File: src/rtl/wb_stream_reader_pkg.sv
// -----------------------------------------------------------------------------
// wb_stream_reader_pkg
// Shared types and constants for the Wishbone block-read streamer.
//   state_t        : controller states (IDLE, REQ, STALL, GAP, FIN)
//   WB_SEL_ALL     : full-word byte select
//   BYTES_PER_WORD : address increment per 32-bit word
// -----------------------------------------------------------------------------
package wb_stream_reader_pkg;

    typedef enum logic [2:0] {
        IDLE  = 3'd0,
        REQ   = 3'd1,
        STALL = 3'd2,
        GAP   = 3'd3,
        FIN   = 3'd4
    } state_t;

    localparam logic [3:0] WB_SEL_ALL     = 4'hF;
    localparam int         BYTES_PER_WORD = 4;

endpackage

File: src/rtl/wb_stream_reader_fifo.sv
// -----------------------------------------------------------------------------
// wb_stream_fifo
// Synchronous first-word-fall-through FIFO, 32-bit words, DEPTH entries
// (power of two, >= 2). o_data always shows the head word when not empty.
// Ports:
//   clk, rst_n        : clock, asynchronous active-low reset (control only)
//   i_push, i_data    : write strobe and word
//   i_pop             : remove head word (ignored when empty)
//   o_data            : head word
//   o_count           : number of stored words (0..DEPTH)
//   o_empty, o_full   : status flags
// A push while full is accepted only together with a pop.
// -----------------------------------------------------------------------------
module wb_stream_fifo #(
    parameter int DEPTH = 8
) (
    input  logic                     clk,
    input  logic                     rst_n,
    input  logic                     i_push,
    input  logic [31:0]              i_data,
    input  logic                     i_pop,
    output logic [31:0]              o_data,
    output logic [$clog2(DEPTH):0]   o_count,
    output logic                     o_empty,
    output logic                     o_full
);

    localparam int AW = $clog2(DEPTH);

    logic [31:0]   r_mem [DEPTH];
    logic [AW-1:0] r_wr;
    logic [AW-1:0] r_rd;
    logic [AW:0]   r_count;

    logic w_empty;
    logic w_full;
    logic w_do_push;
    logic w_do_pop;

    assign w_empty   = (r_count == '0);
    assign w_full    = (r_count == (AW+1)'(DEPTH));
    assign w_do_pop  = i_pop && !w_empty;
    assign w_do_push = i_push && (!w_full || w_do_pop);

    // Storage carries no reset; only pointers and count are control state.
    always_ff @(posedge clk) begin
        if (w_do_push) begin
            r_mem[r_wr] <= i_data;
        end
    end

    always_ff @(posedge clk or negedge rst_n) begin
        if (!rst_n) begin
            r_wr    <= '0;
            r_rd    <= '0;
            r_count <= '0;
        end else begin
            if (w_do_push) begin
                r_wr <= r_wr + 1'b1;
            end
            if (w_do_pop) begin
                r_rd <= r_rd + 1'b1;
            end
            case ({w_do_push, w_do_pop})
                2'b10:   r_count <= r_count + 1'b1;
                2'b01:   r_count <= r_count - 1'b1;
                default: r_count <= r_count;
            endcase
        end
    end

    assign o_data  = r_mem[r_rd];
    assign o_count = r_count;
    assign o_empty = w_empty;
    assign o_full  = w_full;

endmodule

File: src/rtl/wb_stream_reader.sv
// -----------------------------------------------------------------------------
// wb_stream_reader
// Wishbone classic-cycle read master: fetches nwords 32-bit words starting at
// base_adr and streams them in order on a valid/ready port through an
// internal FIFO, so consumer back-pressure never holds the bus mid-cycle.
// Optional build macro: WB_STREAM_READER_LOOP_EN
//   defined   : continuous rescan of the region; done pulses at every wrap,
//               a start pulse while busy stops the scan after the current cycle
//   undefined : one-shot transfer, start ignored while busy
// Ports:
//   clk, rst_n              : clock, asynchronous active-low reset
//   start, base_adr, nwords : launch pulse, byte start address, word count
//   busy, done, error       : status (busy level, end pulse, sticky abort)
//   m_data, m_valid, m_ready: output stream
//   wb_*                    : Wishbone master signals (read only)
// -----------------------------------------------------------------------------
module wb_stream_reader
    import wb_stream_reader_pkg::*;
#(
    parameter int ADR_WIDTH  = 32,
    parameter int CNT_WIDTH  = 16,
    parameter int FIFO_DEPTH = 8,
    parameter int MAX_RETRY  = 3
) (
    input  logic                 clk,
    input  logic                 rst_n,
    input  logic                 start,
    input  logic [ADR_WIDTH-1:0] base_adr,
    input  logic [CNT_WIDTH-1:0] nwords,
    output logic                 busy,
    output logic                 done,
    output logic                 error,
    output logic [31:0]          m_data,
    output logic                 m_valid,
    input  logic                 m_ready,
    output logic                 wb_cyc,
    output logic                 wb_stb,
    output logic                 wb_we,
    output logic [3:0]           wb_sel,
    output logic [ADR_WIDTH-1:0] wb_adr,
    output logic [31:0]          wb_dat_ms,
    input  logic [31:0]          wb_dat_sm,
    input  logic                 wb_ack,
    input  logic                 wb_err,
    input  logic                 wb_rty
);

    localparam int            CW        = $clog2(FIFO_DEPTH) + 1;
    localparam int            RW        = $clog2(MAX_RETRY + 2);
    localparam logic [CW-1:0] DEPTH_C   = CW'(FIFO_DEPTH);
    localparam logic [RW-1:0] RETRY_LIM = RW'(MAX_RETRY);

    state_t               r_state;
    state_t               w_next;
    logic [ADR_WIDTH-1:0] r_base;
    logic [CNT_WIDTH-1:0] r_nwords;
    logic [CNT_WIDTH-1:0] r_index;
    logic [RW-1:0]        r_retry;
    logic                 r_busy;
    logic                 r_done;
    logic                 r_error;

    logic                 w_req;
    logic                 w_start_acc;
    logic                 w_in_req;
    logic                 w_ack;
    logic                 w_err;
    logic                 w_rty;
    logic                 w_last;
    logic                 w_retry_max;
    logic                 w_pop;
    logic                 w_full_next;
    logic                 w_stop;
    logic                 w_end_ack;
    logic                 w_wrap;
    logic [CW-1:0]        w_fifo_count;
    logic                 w_fifo_empty;
    logic                 w_fifo_full;
    logic [31:0]          w_fifo_data;

    // Start is only taken from an idle, non-busy controller.
    assign w_start_acc = start && !r_busy && (r_state == IDLE);

    // Response decode, priority err > rty > ack.
    assign w_in_req    = (r_state == REQ);
    assign w_err       = w_in_req && wb_err;
    assign w_rty       = w_in_req && !wb_err && wb_rty;
    assign w_ack       = w_in_req && !wb_err && !wb_rty && wb_ack;

    assign w_last      = (({1'b0, r_index} + 1'b1) == {1'b0, r_nwords});
    assign w_retry_max = (r_retry == RETRY_LIM);
    assign w_pop       = !w_fifo_empty && m_ready;
    // FIFO occupancy after this cycle's push, net of a same-cycle pop.
    assign w_full_next = ((w_fifo_count + CW'(1) - CW'(w_pop)) == DEPTH_C);

`ifdef WB_STREAM_READER_LOOP_EN
    logic r_stop;

    // Stop request latched from a start pulse seen during a scan.
    always_ff @(posedge clk or negedge rst_n) begin
        if (!rst_n) begin
            r_stop <= 1'b0;
        end else if (r_state == FIN || w_start_acc) begin
            r_stop <= 1'b0;
        end else if (start && r_busy) begin
            r_stop <= 1'b1;
        end
    end

    assign w_stop    = r_stop;
    assign w_end_ack = r_stop;
    assign w_wrap    = w_ack && w_last && !r_stop;
`else
    assign w_stop    = 1'b0;
    assign w_end_ack = w_last;
    assign w_wrap    = 1'b0;
`endif

    // State register.
    always_ff @(posedge clk or negedge rst_n) begin
        if (!rst_n) begin
            r_state <= IDLE;
        end else begin
            r_state <= w_next;
        end
    end

    // Next-state logic.
    always_comb begin
        w_next = r_state;
        unique case (r_state)
            IDLE: begin
                if (w_start_acc) begin
                    if (nwords == '0) begin
                        w_next = FIN;
                    end else if (w_fifo_full) begin
                        // Words from a previous transfer may still fill the FIFO.
                        w_next = STALL;
                    end else begin
                        w_next = REQ;
                    end
                end
            end
            REQ: begin
                if (w_err) begin
                    w_next = FIN;
                end else if (w_rty) begin
                    w_next = w_retry_max ? FIN : GAP;
                end else if (w_ack) begin
                    if (w_end_ack) begin
                        w_next = FIN;
                    end else if (w_full_next) begin
                        w_next = STALL;
                    end else begin
                        w_next = REQ;
                    end
                end
            end
            STALL: begin
                if (w_stop) begin
                    w_next = FIN;
                end else if (!w_fifo_full) begin
                    w_next = REQ;
                end
            end
            GAP: begin
                w_next = w_stop ? FIN : REQ;
            end
            FIN: begin
                w_next = IDLE;
            end
            default: begin
                w_next = IDLE;
            end
        endcase
    end

    // Output decode: the bus is driven only while requesting.
    always_comb begin
        w_req = 1'b0;
        unique case (r_state)
            REQ:     w_req = 1'b1;
            default: w_req = 1'b0;
        endcase
    end

    // Transfer bookkeeping.
    always_ff @(posedge clk or negedge rst_n) begin
        if (!rst_n) begin
            r_base   <= '0;
            r_nwords <= '0;
            r_index  <= '0;
            r_retry  <= '0;
            r_busy   <= 1'b0;
            r_done   <= 1'b0;
            r_error  <= 1'b0;
        end else begin
            // done trails FIN by one cycle; busy falls on the cycle after done.
            r_done <= (r_state == FIN) || w_wrap;
            if (w_start_acc) begin
                r_base   <= base_adr & ~(ADR_WIDTH'(BYTES_PER_WORD - 1));
                r_nwords <= nwords;
                r_index  <= '0;
                r_retry  <= '0;
                r_error  <= 1'b0;
                r_busy   <= 1'b1;
            end else begin
                if (r_state == IDLE && r_done) begin
                    r_busy <= 1'b0;
                end
                if (w_ack) begin
                    r_retry <= '0;
                    r_index <= w_last ? '0 : r_index + 1'b1;
                end
                if (w_rty && !w_retry_max) begin
                    r_retry <= r_retry + 1'b1;
                end
                if (w_err || (w_rty && w_retry_max)) begin
                    r_error <= 1'b1;
                end
            end
        end
    end

    wb_stream_fifo #(
        .DEPTH (FIFO_DEPTH)
    ) u_fifo (
        .clk     (clk),
        .rst_n   (rst_n),
        .i_push  (w_ack),
        .i_data  (wb_dat_sm),
        .i_pop   (w_pop),
        .o_data  (w_fifo_data),
        .o_count (w_fifo_count),
        .o_empty (w_fifo_empty),
        .o_full  (w_fifo_full)
    );

    // Address adder wraps modulo 2^ADR_WIDTH.
    assign wb_adr    = r_base + ADR_WIDTH'(r_index) * ADR_WIDTH'(BYTES_PER_WORD);
    assign wb_cyc    = w_req;
    assign wb_stb    = w_req;
    assign wb_we     = 1'b0;
    assign wb_sel    = WB_SEL_ALL;
    assign wb_dat_ms = '0;

    assign busy    = r_busy;
    assign done    = r_done;
    assign error   = r_error;
    assign m_valid = !w_fifo_empty;
    assign m_data  = w_fifo_data;

endmodule
File: config.mk
export PLATFORM = sky130hd
export DESIGN_NAME = wb_stream_reader
export DESIGN_NICKNAME = d
export VERILOG_FILES = /design/src/rtl/wb_stream_reader_pkg.sv /design/src/rtl/wb_stream_reader_fifo.sv /design/src/rtl/wb_stream_reader.sv
export SDC_FILE = /design/constraint.sdc
export NUM_CORES = 1
export LEC_CHECK = 0
export CAP_MARGIN = 20
export CORE_UTILIZATION = 60
export DETAILED_ROUTE_END_ITERATION = 10
export PLACE_DENSITY = 0.85
export SKIP_LAST_GASP = 1
export SLEW_MARGIN = 20
export SYNTH_ARGS = -nofsm -noshare
export SYNTH_HDL_FRONTEND = slang
export SYNTH_HIERARCHICAL = 1
export SYNTH_SLANG_ARGS = --single-unit
File: constraint.sdc
create_clock -name clk -period 13.3 [get_ports clk]
set_input_delay 3.99 -clock clk [delete_from_list [all_inputs] [get_ports clk]]
set_output_delay 3.99 -clock clk [all_outputs]
set_load 0.01 [all_outputs]
# After elaboration in Yosys (flattened, before gate mapping)
# Memory sizes are Yosys's and may differ from the RTL's.
# Index checks and enable logic that the tools add are counted.
dict set report totals {
  reg_bits 81
  latch_bits 0
  ram_bits 256
  mem_bits_ro 0
  output_inout_bits 107
  elab_cells 89
  n_memories 1
}
dict set report op_classes {
  n_addsub 9
  mul 0
  div 0
  n_lt_le_gt_ge 0
  eq_ne 13
  shifts 0
  mux 25
  n_bitwise 0
  n_reduce_logical 30
}
# memory depth width rd rd_clocked_by_memory_dff write_ports line_no
set memory_table {}
lappend memory_table {u_fifo.r_mem 8 32 1 0 1 wb_stream_reader_fifo.sv:30} ;# logic [31:0] r_mem [DEPTH];
# op count
set op_table {}
lappend op_table {{$mux W16} 3}
lappend op_table {{$mux W3} 11}
lappend op_table {{$add A32 B18 Y32} 1}
lappend op_table {{$add A16 B1 Y17 const B} 1}
lappend op_table {{$eq A17 B16 Y1} 1}
lappend op_table {{$add A16 B1 Y16 const B} 1}
lappend op_table {{$logic_not A16 Y1} 1}
lappend op_table {{$logic_and A1 B1 Y1} 13}
lappend op_table {{$pmux W3 S4} 1}
lappend op_table {{$add A3 B1 Y3 const B} 3}
lappend op_table {{$eq A3 B2 Y1 const B} 3}
lappend op_table {{$eq A4 B4 Y1 const B} 2}
lappend op_table {{$pmux W4 S2} 1}
lappend op_table {{$reduce_bool A2 Y1} 4}
lappend op_table {{$mux W1} 7}
lappend op_table {{$logic_not A1 Y1} 6}
lappend op_table {{$add A4 B1 Y4 const B} 1}
lappend op_table {{$logic_not A4 Y1} 1}
lappend op_table {{$mux W2} 2}
lappend op_table {{$ne A2 B2 Y1 const B} 2}
lappend op_table {{$ne A4 B1 Y1 const B} 1}
lappend op_table {{$sub A4 B1 Y4} 1}
lappend op_table {{$sub A4 B1 Y4 const B} 1}
lappend op_table {{$eq A3 B1 Y1 const B} 1}
lappend op_table {{7 further kinds} 8}

# Longest topological paths before layout
# Gate-level depths: netlist (run 1).
dict set report depth {
  word_depth 11
  depth_mapped 16
  depth_no_buf 15
}

# By module
# Netlist (run 1), hierarchy kept.
# module n_inst cells_per_inst area_each_um2 seq_area_each_um2
set modules_own_cells {}
lappend modules_own_cells {wb_stream_fifo 1 439 10405.0 7937.6}
lappend modules_own_cells {wb_stream_reader 1 522 5019.8 1776.7}

# Worst setup path before layout (run 1)
# No wires, ideal clock.
dict set report synth_timing {
  kind {input to register}
  from {in wb_err}
  to {mem u_fifo.r_mem[0][0] (enable)}
  setup_ns 0.501
  t_arrival_ns 8.251
  t_required_ns 12.799
  path_slack_ns 4.547
  path_stages 7
  n_path_buf 2
  cell_sequence {nor3_1 nand2_1 inv_1 clkbuf_1 buf_2 o21ai_2 nor4_1}
}
dict set report synth_via {
  elab_chain_len 7
}
# item line_no
set synth_lines {}
lappend synth_lines {{from (decl)} wb_stream_reader.sv:44} ;# input logic wb_err,
lappend synth_lines {{$logic_not A1 Y1} wb_stream_reader.sv:88} ;# assign w_ack = w_in_req && !wb_err && !wb_rty && wb_ack;
lappend synth_lines {{$logic_and A1 B1 Y1 (3 in series)} wb_stream_reader.sv:88}
lappend synth_lines {{net w_ack} wb_stream_reader.sv:66} ;# logic w_ack;
lappend synth_lines {{$logic_and A1 B1 Y1} wb_stream_reader_fifo.sv:43} ;# assign w_do_push = i_push && (!w_full || w_do_pop);
lappend synth_lines {{$mux W1} wb_stream_reader_fifo.sv:47} ;# if (w_do_push) begin
lappend synth_lines {{$mux W1 (not written as such)} wb_stream_reader_fifo.sv:48} ;# r_mem[r_wr] <= i_data;
lappend synth_lines {{to (decl)} wb_stream_reader_fifo.sv:30}
# The timed path passes the listed nets, and every way through them passes these cells.

# Worst setup path after layout (run 1)
dict set report layout_timing {
  from {reg r_index[0]}
  to {out wb_adr[30]}
}
dict set report layout_via {
  elab_chain_len 1
}
# item line_no
set layout_lines {}
lappend layout_lines {{from (decl)} wb_stream_reader.sv:57} ;# logic [CNT_WIDTH-1:0] r_index;
lappend layout_lines {{from (signal assigned)} wb_stream_reader.sv:213} ;# r_index <= w_last ? '0 : r_index + 1'b1;
lappend layout_lines {{$add A32 B18 Y32} wb_stream_reader.sv:240} ;# assign wb_adr = r_base + ADR_WIDTH'(r_index) * ADR_WIDTH'(BYTES_PER_WORD);
lappend layout_lines {{to (decl)} wb_stream_reader.sv:40} ;# output logic [ADR_WIDTH-1:0] wb_adr,
# Every way passes these cells.

==> results.sh, run 1 <==
export IMPL_crit_path_max_fanout=9
export IMPL_place_congestion=0.833
export IMPL_cts_setup_buffers=0
export IMPL_arrival_ns=4.27
export IMPL_die_y_microns=162
export IMPL_fp_dieW_microns=162
export IMPL_die_area_sq_mm=0.0264
export IMPL_grt_pass1_vias=9020
export IMPL_rows=58
export IMPL_netlist_instances=961
export IMPL_avgSynthCellArea_sq_um=16.1
export IMPL_drv_slew=0
export IMPL_cts_sinks=337
export IMPL_antenna_found_initial=0
export IMPL_wirelength_microns=32600
export IMPL_p_per_area_mw_per_mm2=204
export IMPL_clk_pin_slew_ns=0.06
export IMPL_setup_violations=0
export IMPL_syn2layout_area_growth_pct=19.6
export IMPL_clock_latency_ns=0.52
export IMPL_preCtsSetupSlack_ns=5.41
export IMPL_synth_area_leaders="edfxtp_1 (50%), dfrtp_1 (13%), mux2_2 (5.8%)"
export IMPL_synthDistinctLibCells=69
export IMPL_period_share_pct=62.1
export IMPL_cts_hold_fix_buffers=0
export IMPL_end_kind="output pin"
export IMPL_numCtsBuffers=35
export IMPL_vias=8950
export IMPL_yosysWarnings=6
export IMPL_cts_htree_levels=2
export IMPL_first_iter_violations=745
export IMPL_finalClockSkew_ns=0.0178
export IMPL_hold_class="reg -> reg"
export IMPL_rsz0062_at_grt="false"
export IMPL_root_buffer="clkbuf_16"
export IMPL_start_kind="flop"
export IMPL_cts_tree="yes"
export IMPL_p_leak_uw=0.00673
export IMPL_synth_edf_count=256
export IMPL_synth_seq_cells=337
export IMPL_ioPinCount=194
export IMPL_synth_seq_area_share_pct=63.0
export IMPL_cts_resized=0
export IMPL_dp_cells=1420
export IMPL_routedWlPerCell_microns=22.0
export IMPL_crit_type="reg -> out"
export IMPL_grt_max_degree=64
export IMPL_max_freq_mhz=121
export IMPL_clockBufferDepth=3
export IMPL_irDropWorstVdd_mv=0.143
export IMPL_drive_above_1_share_pct=19.4
export IMPL_status="completed"
export IMPL_post_route_min_period_ns=8.26
export IMPL_instances_no_fill=1482
export IMPL_hpwl_microns=19700
export IMPL_yosys_area_top_type="edfxtp_1"
export IMPL_drt_pass1_iterations=7
export IMPL_port_buffers=152
export IMPL_nNetsFinal=1242
export IMPL_grt_total_usage_pct=25.0
export IMPL_synth_top_cell_area_share_pct=49.8
export IMPL_ys_flop_type="edfxtp_1"
export IMPL_ant_nets=0
export IMPL_drc=0
export IMPL_setup_slack_ns=5.04
export IMPL_drv_cap=0
export IMPL_grt_ovfl_total=0
export IMPL_core_area_sq_mm=0.0252
export IMPL_viasPerCell=6.04
export IMPL_grt_pass1_wl_microns=49900
export IMPL_diodes=0
export IMPL_worst_pin_slew_ns=0.860
export IMPL_start_util_pct=61.3
export IMPL_required_ns=9.31
export IMPL_setup_tns_final_ns=0
export IMPL_max_slew_margin_rel_pct=42.3
export IMPL_synthArstFlopShare_pct=24.0
export IMPL_synth_area_sq_mm=0.0154
export IMPL_hold_violations=0
[final timing paths]
path                                        to  startpoint  depth (start not counted)  slack (ns)
max                                 wb_adr[30]  r_index[0]                         11        5.04
min                                      error       error                          1        0.50
max reg2reg                u_fifo/r_mem[4][30]  r_state[1]                          9        9.17
min reg2reg                              error       error                          1        0.50
max in group asynchronous       u_fifo/r_rd[0]       rst_n                          2        8.77
min in group asynchronous          r_nwords[3]       rst_n                          1        3.35
[metal layers]
layer  GRT usage, %  vias to the layer above  share of wire, %
met5              0                        -                 0
met4           7.63                        0               2.2
li1               -                     3982                 -
met2           42.4                      358                51
met3           4.41                       54               6.4
met1           33.0                     4556                40
[cell usage in the layout, fill, tap and decap left out, types with 6 or more instances in the layout]
| cell type | count |
|---|---|
| edfxtp_1 | 256 |
| clkdlybuf4s50_1 | 151 |
| mux2_2 | 79 |
| dfrtp_1 | 79 |
| nand2_1 | 40 |
| conb_1 | 39 |
| mux4_2 | 39 |
| clkbuf_16 | 36 |
| nor2_1 | 34 |
| xnor2_1 | 32 |
| inv_1 | 31 |
| xor2_1 | 30 |
| ha_1 | 26 |
| mux4_1 | 25 |
| o21ai_0 | 22 |
| a21oi_1 | 19 |
| nand3_1 | 19 |
| buf_4 | 17 |
| nor3_1 | 12 |
| a31oi_1 | 11 |
| or3_1 | 8 |
| bufinv_16 | 8 |
| and4_1 | 7 |
| nand2b_1 | 6 |
| o22ai_1 | 6 |
| nand4_1 | 6 |
| mux2i_1 | 6 |
[Yosys cell counts (3+ instances only)]
| master | count |
|---|---|
| a211oi_1 | 5 |
| a21o_1 | 5 |
| a21oi_1 | 19 |
| a31oi_1 | 11 |
| and3_1 | 4 |
| and4_1 | 7 |
| buf_2 | 11 |
| buf_4 | 41 |
| buf_6 | 3 |
| clkbuf_1 | 17 |
| dfrtp_1 | 81 |
| edfxtp_1 | 256 |
| ha_1 | 26 |
| inv_1 | 31 |
| mux2_2 | 79 |
| mux2i_1 | 6 |
| mux4_1 | 25 |
| mux4_2 | 39 |
| nand2_1 | 41 |
| nand2b_1 | 6 |
| nand3_1 | 19 |
| nand4_1 | 6 |
| nor2_1 | 37 |
| nor2b_1 | 4 |
| nor3_1 | 16 |
| nor3b_1 | 4 |
| nor4_1 | 6 |
| o2111ai_1 | 4 |
| o211ai_1 | 3 |
| o21a_1 | 5 |
| o21ai_0 | 22 |
| o22ai_1 | 6 |
| or2_2 | 4 |
| or3_1 | 8 |
| xnor2_1 | 32 |
| xor2_1 | 30 |
[critical path: stages (launching register included)]
cell	delay, ns
dfrtp_1	0.52
ha_1	0.26
inv_1	0.07
fa_1	0.40
nor2b_1	0.13
o21ai_0	0.13
o21ai_0	0.57
o2111ai_1	0.27
a31o_2	0.36
a211oi_1	0.29
xor2_1	0.19
clkdlybuf4s50_1	0.56
[stage by stage]
stage          util [%]  hold WS [ns]  instance area [sq um]  total power [uW]
6_report           73.2         0.502                  18400              3760
2_1_floorplan         -         0.467                  15600              2230
3_3_place_gp       68.1         0.476                  17200              2640
5_1_grt            73.2         0.527                  18400              3920
4_1_cts            73.2         0.511                  18400              3790
3_5_place_dp       68.1         0.485                  17200              2680
[area by class of cell]
cell class / count / area, sq um
Fill cell: 1519 / 6740
Timing Repair Buffer: 168 / 1640
Clock buffer: 41 / 960
Tap cell: 330 / 413
Inverter: 31 / 116
Clock inverter: 21 / 330
Multi-Input combinational cell: 554 / 5270
Sequential cell: 337 / 9720
[report_power, final]
part / internal [uW] / switching, uW
combinational: 726 / 552
sequential: 1250 / 152
clock: 676 / 404
total: 2650 / 1110
[registers in the layout, indices dropped and copies added (netlist names)]
| signal | count |
|---|---|
| r_state | 3 |
| r_retry | 3 |
| error | 1 |
| u_fifo/r_wr | 3 |
| done | 1 |
| u_fifo/r_mem | 256 |
| r_index | 16 |
| r_nwords | 16 |
| r_base | 30 |
| busy | 1 |
| u_fifo/o_count | 4 |
| u_fifo/r_rd | 3 |
[cells by family (layout without fill, tap and decap cells)]
| group | count (synthesis) | in the layout | share of synthesized area, % |
|---|---|---|---|
| flops | 337 | 337 | 63.0 |
| simple gates | 172 | 172 | 5.87 |
| mux | 151 | 151 | 16.3 |
| buf+inv | 107 | 261 | 4.19 |
| compound gates | 102 | 102 | 4.74 |
| xor+xnor | 62 | 62 | 3.52 |
| fa+ha+maj | 28 | 28 | 2.37 |
| other cells | 2 | 39 | 0.0487 |
(Power assumes the default switching activity.)
==> run 2, diff against run 1 <==
--- a/config.mk
+++ b/config.mk
@@ -6,9 +6,9 @@
 export NUM_CORES = 1
 export LEC_CHECK = 0
 export CAP_MARGIN = 20
-export CORE_UTILIZATION = 60
+export CORE_UTILIZATION = 50
 export DETAILED_ROUTE_END_ITERATION = 10
-export PLACE_DENSITY = 0.85
+export PLACE_DENSITY = 0.76
 export SKIP_LAST_GASP = 1
 export SLEW_MARGIN = 20
 export SYNTH_ARGS = -nofsm -noshare
==> constraint.sdc (replaced) <==
create_clock -name clk -period 7.55 [get_ports clk]
set_input_delay 2.265 -clock clk [delete_from_list [all_inputs] [get_ports clk]]
set_output_delay 2.265 -clock clk [all_outputs]
set_load 0.01 [all_outputs]
==> run 2 against run 1 <==
Net effect:
- combinational power up 71%
- critical path type unchanged
- largest cell class unchanged
- global-route usage down 4.9 points
- critical path depth up 1
- count of clock-buffer cells in the layout down 1
- critical endpoint is now wb_adr[20]
- clock power up 57%
==> results.sh, run 2 (same netlist as run 1, synthesis figures left out) <==
export IMPL_nFillCells=2231
export IMPL_largest_reg_flops=256
export IMPL_numCtsBuffers=35
export IMPL_irDropWorstVdd_mv=0.200
export IMPL_antenna_found_initial=3
export IMPL_cts_resized=0
export IMPL_die_area_sq_mm=0.0316
export IMPL_post_route_min_period_ns=6.19
export IMPL_final_cell_mix="edfxtp_1 (256), clkdlybuf4s50_1 (151), mux2_2 (79), dfrtp_1 (79), nand2_1 (40)"
export IMPL_p_leak_uw=0.00667
export IMPL_grt_max_degree=56
export IMPL_ff_latch_area_sq_mm=0.00972
export IMPL_grt_total_usage_pct=20.1
export IMPL_cp_slowest_stage_delay_ns=0.57
export IMPL_wirelength_microns=31200
export IMPL_crit_type="reg -> out"
export IMPL_cts_setup_buffers=0
export IMPL_cts_htree_levels=2
export IMPL_status="completed"
export IMPL_grt_ovfl_total=0
export IMPL_grt_pass1_vias=8785
export IMPL_drc=0
export IMPL_drv_cap=0
export IMPL_top_register="u_fifo/r_mem"
export IMPL_end_kind="output pin"
export IMPL_grt_pass1_wl_microns=48300
export IMPL_routedWlPerCell_microns=20.2
export IMPL_finalClockSkew_ns=0.0193
export IMPL_rsz0062_at_grt="false"
export IMPL_cts_sinks=337
export IMPL_cts_tree="yes"
export IMPL_nNetsFinal=1242
export IMPL_drt_pass1_iterations=5
export IMPL_top_regs="u_fifo/r_mem: 256 flops, r_base: 30 flops"
export IMPL_hpwl_microns=19400
export IMPL_arrival_ns=3.93
export IMPL_ioPinCount=194
export IMPL_final_common_cell="edfxtp_1"
export IMPL_place_congestion=0.830
export IMPL_multi_input_area_sq_mm=0.00526
export IMPL_worst_hold_slack_ns=0.471
export IMPL_crit_path_max_fanout=9
export IMPL_port_buffers=152
export IMPL_ant_nets=0
export IMPL_setup_violations=0
export IMPL_hold_violations=0
export IMPL_max_slew_margin_rel_pct=40.1
export IMPL_first_iter_violations=564
export IMPL_fp_dieW_microns=178
export IMPL_root_buffer="clkbuf_16"
export IMPL_p_per_area_mw_per_mm2=348
export IMPL_clock_latency_ns=0.52
export IMPL_setup_tns_final_ns=0
export IMPL_worst_pin_slew_ns=0.899
export IMPL_start_kind="flop"
export IMPL_max_freq_mhz=162
export IMPL_start_util_pct=51.4
export IMPL_syn2layout_area_growth_pct=19.1
export IMPL_drive_above_1_share_pct=19.0
export IMPL_die_y_microns=178
export IMPL_required_ns=5.29
export IMPL_cp_common_cell="o21ai_0"
export IMPL_period_share_pct=82.0
export IMPL_hold_class="reg -> reg"
export IMPL_clk_pin_slew_ns=0.06
export IMPL_crit_chain="ha_1, inv_1, fa_1, nor2b_1, o21ai_0, o21ai_0, buf_4, o2111ai_1, a31o_2, a211oi_1, xor2_1, clkdlybuf4s50_1"
export IMPL_drv_slew=0
export IMPL_core_area_sq_mm=0.0300
export IMPL_viasPerCell=5.65
export IMPL_rows=63
export IMPL_vias=8724
export IMPL_cts_hold_fix_buffers=0
export IMPL_critPathSlowestCell="clkdlybuf4s50_1"
export IMPL_clockBufferDepth=3
## run 2: final cells by class
cell class                 count  share of cell area, %
tap                          390                   2.66
multi-input combinational    554                   28.7
clock buffer                  40                   5.04
antenna                        1                 0.0136
timing repair buffer         168                   8.93
sequential                   337                   52.9
clock inverter                23                   1.14
inverter                      31                  0.634
## run 2: metrics by stage
step	setup slack, ns	power (uW)	cells	instance area [sq um]	utilization [%]
3_3_place_gp	1.68	4670	1480	17200	57.3
2_1_floorplan	0.522	3920	998	15600	-
6_report	1.36	6380	1544	18400	61.1
3_5_place_dp	1.64	4730	1480	17200	57.4
4_1_cts	1.38	6450	1543	18400	61.1
5_1_grt	1.15	6720	1544	18400	61.1
## run 2: worst max-delay path: cells and delay by family, from the launching register on
kind	cells	cell delay, ns
AOI/OAI and AO/OA	5	1.10
xor gates and xnor gates	1	0.20
adders and majority gates	2	0.67
buffers and inverters	3	0.80
DFF	1	0.52
and+or+nand+nor	1	0.12
## run 2: per-layer routing
metal | part of all wire (%) | wire (microns) | track usage (%) | vias to the layer above
li1 | - | - | - | 3991
met1 | 41 | 12900 | 26.2 | 4345
met2 | 49 | 15300 | 33.3 | 330
met3 | 7.8 | 2430 | 5.06 | 54
met4 | 2.0 | 636 | 5.70 | 4
met5 | 0.086 | 27 | 0 | -
## run 2: where the power goes
part	internal [uW]	switching, uW
clock network	992	710
logic	1270	919
registers	2200	287
total	4470	1920
## run 2: worst paths after layout
check                      slack [ns]  depth (start not counted)      startpoint                  end
min                              0.47                          1  u_fifo/r_rd[2]       u_fifo/r_rd[2]
max                              1.36                         12      r_index[0]           wb_adr[20]
min reg2reg                      0.47                          1  u_fifo/r_rd[2]       u_fifo/r_rd[2]
min in group asynchronous        1.65                          1           rst_n          r_nwords[2]
max reg2reg                      3.66                          9      r_state[1]  u_fifo/r_mem[5][13]
max in group asynchronous        4.76                          2           rst_n       u_fifo/r_rd[0]
